### src/rtl/apb_splitter_timeout_pkg.sv
// Shared APB fabric definitions: splitter state encoding and sizing helpers.
package apb_splitter_timeout_pkg;

    typedef enum logic [1:0] {
        S_IDLE   = 2'd0,
        S_ACCESS = 2'd1,
        S_MISS   = 2'd2
    } state_t;

    // Bits needed to encode n indices, never less than one.
    function automatic int clog2_min1(input int n);
        int r;
        r = 0;
        for (int i = 0; i < 31; i++) begin
            if ((1 << i) < n) r = i + 1;
        end
        return (r < 1) ? 1 : r;
    endfunction

endpackage

### src/rtl/apb_splitter_timeout_addr_decode.sv
// Combinational APB address decoder: mask/compare per slave, lowest index wins.
module apb_addr_decode #(
    parameter int                           N_SLAVES  = 2,
    parameter int                           W_ADDR    = 16,
    parameter int                           W_SEL     = 1,
    parameter logic [N_SLAVES*W_ADDR-1:0]   ADDR_MAP  = {16'h1000, 16'h0000},
    parameter logic [N_SLAVES*W_ADDR-1:0]   ADDR_MASK = {16'hf000, 16'hf000}
) (
    input  logic [W_ADDR-1:0]   paddr,
    output logic [N_SLAVES-1:0] hit,
    output logic [W_SEL-1:0]    hit_idx,
    output logic                miss
);

    logic [N_SLAVES-1:0] raw_hit;

    for (genvar i = 0; i < N_SLAVES; i++) begin : g_cmp
        assign raw_hit[i] = (paddr & ADDR_MASK[i*W_ADDR +: W_ADDR]) == ADDR_MAP[i*W_ADDR +: W_ADDR];
    end

    // Scan from the top so the lowest matching index is the one left standing.
    always_comb begin
        hit     = '0;
        hit_idx = '0;
        for (int i = N_SLAVES - 1; i >= 0; i--) begin
            if (raw_hit[i]) begin
                hit     = '0;
                hit[i]  = 1'b1;
                hit_idx = W_SEL'(i);
            end
        end
    end

    assign miss = ~|raw_hit;

endmodule

### src/rtl/apb_splitter_timeout.sv
// APB 1-to-N splitter with decode error and access-phase stall watchdog.
module apb_splitter_timeout
    import apb_splitter_timeout_pkg::*;
#(
    parameter int                           N_SLAVES       = 2,
    parameter int                           W_ADDR         = 16,
    parameter int                           W_DATA         = 32,
    parameter logic [N_SLAVES*W_ADDR-1:0]   ADDR_MAP       = {16'h1000, 16'h0000},
    parameter logic [N_SLAVES*W_ADDR-1:0]   ADDR_MASK      = {16'hf000, 16'hf000},
    parameter int                           W_TIMEOUT      = 8,
    parameter int                           TIMEOUT_CYCLES = 255,
    localparam int                          W_SEL          = clog2_min1(N_SLAVES)
) (
    input  logic                         clk,
    input  logic                         rst,
    input  logic [W_ADDR-1:0]            apbs_paddr,
    input  logic                         apbs_psel,
    input  logic                         apbs_penable,
    input  logic                         apbs_pwrite,
    input  logic [W_DATA-1:0]            apbs_pwdata,
    output logic                         apbs_pready,
    output logic [W_DATA-1:0]            apbs_prdata,
    output logic                         apbs_pslverr,
    output logic [W_ADDR-1:0]            apbm_paddr,
    output logic [N_SLAVES-1:0]          apbm_psel,
    output logic                         apbm_penable,
    output logic                         apbm_pwrite,
    output logic [W_DATA-1:0]            apbm_pwdata,
    input  logic [N_SLAVES-1:0]          apbm_pready,
    input  logic [N_SLAVES*W_DATA-1:0]   apbm_prdata,
    input  logic [N_SLAVES-1:0]          apbm_pslverr,
    output logic                         timeout_flag,
    output logic [W_SEL-1:0]             timeout_slave,
    input  logic                         timeout_clr
);

    if (TIMEOUT_CYCLES < 0 ||
        longint'(TIMEOUT_CYCLES) > ((longint'(1) << W_TIMEOUT) - 1)) begin : g_bad_timeout
        $error("TIMEOUT_CYCLES does not fit in a W_TIMEOUT-bit counter");
    end

    state_t                state, state_nxt;
    logic [W_SEL-1:0]      sel_q, sel_nxt;
    logic [W_TIMEOUT-1:0]  cnt, cnt_nxt;
    logic                  to_set;

    logic [N_SLAVES-1:0]   dec_hit;
    logic [W_SEL-1:0]      dec_idx;
    logic                  dec_miss;
    logic [W_DATA-1:0]     rdata_arr [N_SLAVES];

    wire setup  = apbs_psel && !apbs_penable;
    wire access = apbs_psel && apbs_penable;
    wire wd_hit = (TIMEOUT_CYCLES != 0) && (cnt == W_TIMEOUT'(TIMEOUT_CYCLES));

    apb_addr_decode #(
        .N_SLAVES  (N_SLAVES),
        .W_ADDR    (W_ADDR),
        .W_SEL     (W_SEL),
        .ADDR_MAP  (ADDR_MAP),
        .ADDR_MASK (ADDR_MASK)
    ) u_dec (
        .paddr   (apbs_paddr),
        .hit     (dec_hit),
        .hit_idx (dec_idx),
        .miss    (dec_miss)
    );

    for (genvar i = 0; i < N_SLAVES; i++) begin : g_rdata
        assign rdata_arr[i] = apbm_prdata[i*W_DATA +: W_DATA];
    end

    // Broadcast side of the bus is a pure pass-through: zero added latency.
    assign apbm_paddr   = apbs_paddr;
    assign apbm_penable = apbs_penable;
    assign apbm_pwrite  = apbs_pwrite;
    assign apbm_pwdata  = apbs_pwdata;

    // State, selected slave and stall counter.
    always_ff @(posedge clk) begin
        if (rst) begin
            state <= S_IDLE;
            sel_q <= '0;
            cnt   <= '0;
        end else begin
            state <= state_nxt;
            sel_q <= sel_nxt;
            cnt   <= cnt_nxt;
        end
    end

    // Next state and upstream/downstream handshake. A setup phase restarts
    // the FSM from any state so back-to-back transfers need no idle gap.
    always_comb begin
        state_nxt    = state;
        sel_nxt      = sel_q;
        cnt_nxt      = cnt;
        to_set       = 1'b0;
        apbm_psel    = '0;
        apbs_pready  = 1'b0;
        apbs_prdata  = '0;
        apbs_pslverr = 1'b0;
        if (setup) begin
            apbm_psel = dec_hit;
            sel_nxt   = dec_idx;
            cnt_nxt   = '0;
            state_nxt = dec_miss ? S_MISS : S_ACCESS;
        end else if (access) begin
            case (state)
                S_ACCESS: begin
                    if (wd_hit) begin
                        // Abort wins over whatever the slave says this cycle.
                        apbs_pready  = 1'b1;
                        apbs_pslverr = 1'b1;
                        to_set       = 1'b1;
                        state_nxt    = S_IDLE;
                    end else begin
                        apbm_psel[sel_q] = 1'b1;
                        apbs_pready      = apbm_pready[sel_q];
                        apbs_prdata      = rdata_arr[sel_q];
                        apbs_pslverr     = apbm_pslverr[sel_q];
                        if (apbm_pready[sel_q])
                            state_nxt = S_IDLE;
                        else if (cnt != {W_TIMEOUT{1'b1}})
                            cnt_nxt = cnt + 1'b1;
                    end
                end
                S_MISS: begin
                    apbs_pready  = 1'b1;
                    apbs_pslverr = 1'b1;
                    state_nxt    = S_IDLE;
                end
                default: state_nxt = S_IDLE;
            endcase
        end else begin
            // Upstream dropped psel (or is idle): abandon quietly.
            state_nxt = S_IDLE;
        end
    end

    // Sticky watchdog status; a new timeout beats a simultaneous clear.
    always_ff @(posedge clk) begin
        if (rst) begin
            timeout_flag  <= 1'b0;
            timeout_slave <= '0;
        end else if (to_set) begin
            timeout_flag  <= 1'b1;
            timeout_slave <= sel_q;
        end else if (timeout_clr) begin
            timeout_flag  <= 1'b0;
        end
    end

endmodule

### config.mk
export PLATFORM = sky130hd
export DESIGN_NAME = apb_splitter_timeout
export DESIGN_NICKNAME = d
export VERILOG_FILES = /design/src/rtl/apb_splitter_timeout_pkg.sv /design/src/rtl/apb_splitter_timeout_addr_decode.sv /design/src/rtl/apb_splitter_timeout.sv
export SDC_FILE = /design/constraint.sdc
export NUM_CORES = 1
export LEC_CHECK = 0
export CAP_MARGIN = 20
export CORE_MARGIN = 3
export CORE_UTILIZATION = 23
export CTS_CLUSTER_SIZE = 30
export DETAILED_ROUTE_END_ITERATION = 12
export GPL_ROUTABILITY_DRIVEN = 0
export PLACE_DENSITY = 0.82
export SYNTH_ARGS = -nofsm -noshare
export SYNTH_HDL_FRONTEND = slang
export SYNTH_SLANG_ARGS = --single-unit
### constraint.sdc
create_clock -name clk -period 2.5 [get_ports clk]
set_input_delay 0.5 -clock clk [delete_from_list [all_inputs] [get_ports clk]]
set_output_delay 0.5 -clock clk [all_outputs]
set_load 0.1 [all_outputs]
==> qor.yml <==
synth_area_per_cell_um2: 8.05
layout_min_cycle_time_ps: 2410
synthesis.nets: 298
p_leak_nw: 1.10
max_freq_mhz: 415
clkTransAtPathRegs_ps: 50
drtAntennaViolNets: 0
drc: 0
final_common_cell: "clkdlybuf4s50_1"
hold_ws_ps: 501
nets: 373
mostFrequentLayoutCells: "clkdlybuf4s50_1 (74), buf_12 (43), a22o_2 (30)"
die_area_um2: 7020
die_y_um: 83.8
syn_area_um2: 1390
arrival_ps: 1910
io_pins: 210
h-tree-depth: 1
yosysUniqueCellTypes: 29
floorplan.initialDensity_pct: 24.5
start_kind: "flop"
core_um2: 5680
ys_seq_area_share_pct: 18.7
first_iter_violations: 51
p_per_area_nw_per_um2: 210
ys.warnings.count: 0
status: "completed"
slew_violations: 0
clkSinkCount: 13
cp.required_ps: 2000
synth_ff_type: "dfxtp_1"
cts_hold_buf: 0
die_w_um: 83.8
worst-path-max-fanout: 16
diodes: 0
wl_mm: 5.25
synth_edf_count: 0
grt-ovfl-total: 0
finalSetupViolCount: 0
vias: 1534
slew_headroom_pct: 58.7
clk_path_buf_depth: 2
syn_to_final_growth_pct: 110
cap_violations: 0
root_buffer: "clkbuf_8"
tns_ps: 0
synth_seq_cells: 13
hpwl_mm: 4.30
antenna_found_initial: 0
clk_latency_ps: 240
rows: 27
grt_pass1_wl_mm: 8.18
dpl-instance-area_um2: 2810
hold_path.class: "reg2reg"
critPathKind: "reg2out"
drive_above_1_share_pct: 40.1
fin_crit_sh_pct: 96.3
synthArstFlopShare_pct: 0
netlist_instances: 173
drt-pass1-iter-count: 4
portBuffers: 119
viasPerCell: 4.81
cts_inserted_buffers: 3
rsz0062_at_grt: "false"
hold_viol: 0
endpoint_kind: "output pin"
worstMarginPinSlew_ps: 618
grt_pass1_vias: 1635
grt_max_degree: 34
wl_per_cell_um: 16.5
peakVddDrop_mv: 0.205
stdcell_area_um2: 2930
cts_tree: "done"
grt_use_total_pct: 14.2
clock_skew_ps: 1.14
## synth_stat cells, drive strengths merged, types with 3 or more instances
cell type | number | area share [%]
or3 | 3 | 1.3
nor2 | 7 | 1.9
buf | 58 | 30
nand3 | 6 | 2.2
a22o | 32 | 20
nor3 | 5 | 2.2
inv | 5 | 1.3
ha | 3 | 2.7
mux2i | 4 | 2.9
dfxtp | 13 | 19
nand2 | 4 | 1.1
o21ai | 6 | 2.2
o31ai | 3 | 1.6
or4 | 3 | 1.6
a21oi | 10 | 3.6
## final cells by class
class,count,area [um2]
multi-input combinational,97,807
timing repair buffer,128,1710
sequential,13,260
fill,490,2750
tap,72,90.1
inverter,5,18.8
clock buffer,4,45.0
## what timing repair did
| item | in CTS | in global routing |
|---|---|---|
| endpoints found under the setup margin | 34 | 32 |
| gates resized for setup | 7 | 4 |
| buffers inserted | 2 | 0 |
| pin swaps | 2 | 1 |
| gates cloned | 1 | 0 |
## path summary, 6_finish.rpt
| kind | startpoint | to | slack (ps) | depth (start not counted) |
|---|---|---|---|---|
| worst max-delay path | cnt[0] | apbs_prdata[6] | 90 | 8 |
| worst min-delay path | timeout_flag | timeout_flag | 500 | 2 |
| worst max register to register | sel_q | cnt[7] | 530 | 4 |
| worst min register to register | timeout_flag | timeout_flag | 500 | 2 |
## sequential cells by signal, summed over array words and instances (netlist names)
register,flops
timeout_slave,1
cnt,8
sel_q,1
timeout_flag,1
state,2
## stage by stage
| step | cells | utilization, % | setup slack [ps] | total power [W] |
|---|---|---|---|---|
| final | 319 | 51.6 | 93.0 | 0.000614 |
| after global routing | 319 | 51.6 | 9.64 | 0.000639 |
| after CTS | 319 | 51.3 | 28.2 | 0.000620 |
| after detailed placement | 312 | 49.4 | -88.2 | 0.000429 |
| after global placement | 312 | 49.4 | -56.3 | 0.000426 |
| after floorplan | 173 | - | -113 | 0.000618 |
## report_power, final
| group | leakage, nW | switching (W) | internal, W |
|---|---|---|---|
| clock network | 0.0228 | 0.0000766 | 0.000113 |
| registers | 0.105 | 0.000000973 | 0.000208 |
| logic | 0.971 | 0.0000829 | 0.000133 |
| total | 1.10 | 0.000160 | 0.000454 |
## routing by layer
metal / vias up / track usage (%) / routed length (um)
li1: 733 / - / -
met1: 697 / 17.6 / 2000
met2: 80 / 23.3 / 2700
met3: 24 / 3.06 / 389
met4: 0 / 6.43 / 158
met5: - / 0 / 0
## critical path, stage by stage (launching register included)
cell and delay, ps:
dfxtp_1 370, ha_2 230, nand3_2 110, nor2_4 190, nor3b_4 60, buf_4 140, buf_16 150, a22o_2 230
buf_12 170
## cells by family (layout without fill, tap and decap cells)
| group | after synthesis | in the layout | synth area share [%] |
|---|---|---|---|
| simple gates | 34 | 34 | 13.8 |
| mux | 4 | 4 | 2.88 |
| flops | 13 | 13 | 18.7 |
| xor+xnor | 1 | 1 | 0.629 |
| compound gates | 55 | 55 | 30.2 |
| buf+inv | 63 | 137 | 31.1 |
| fa+ha+maj | 3 | 3 | 2.70 |
Power figures use the tool's default switching activity.
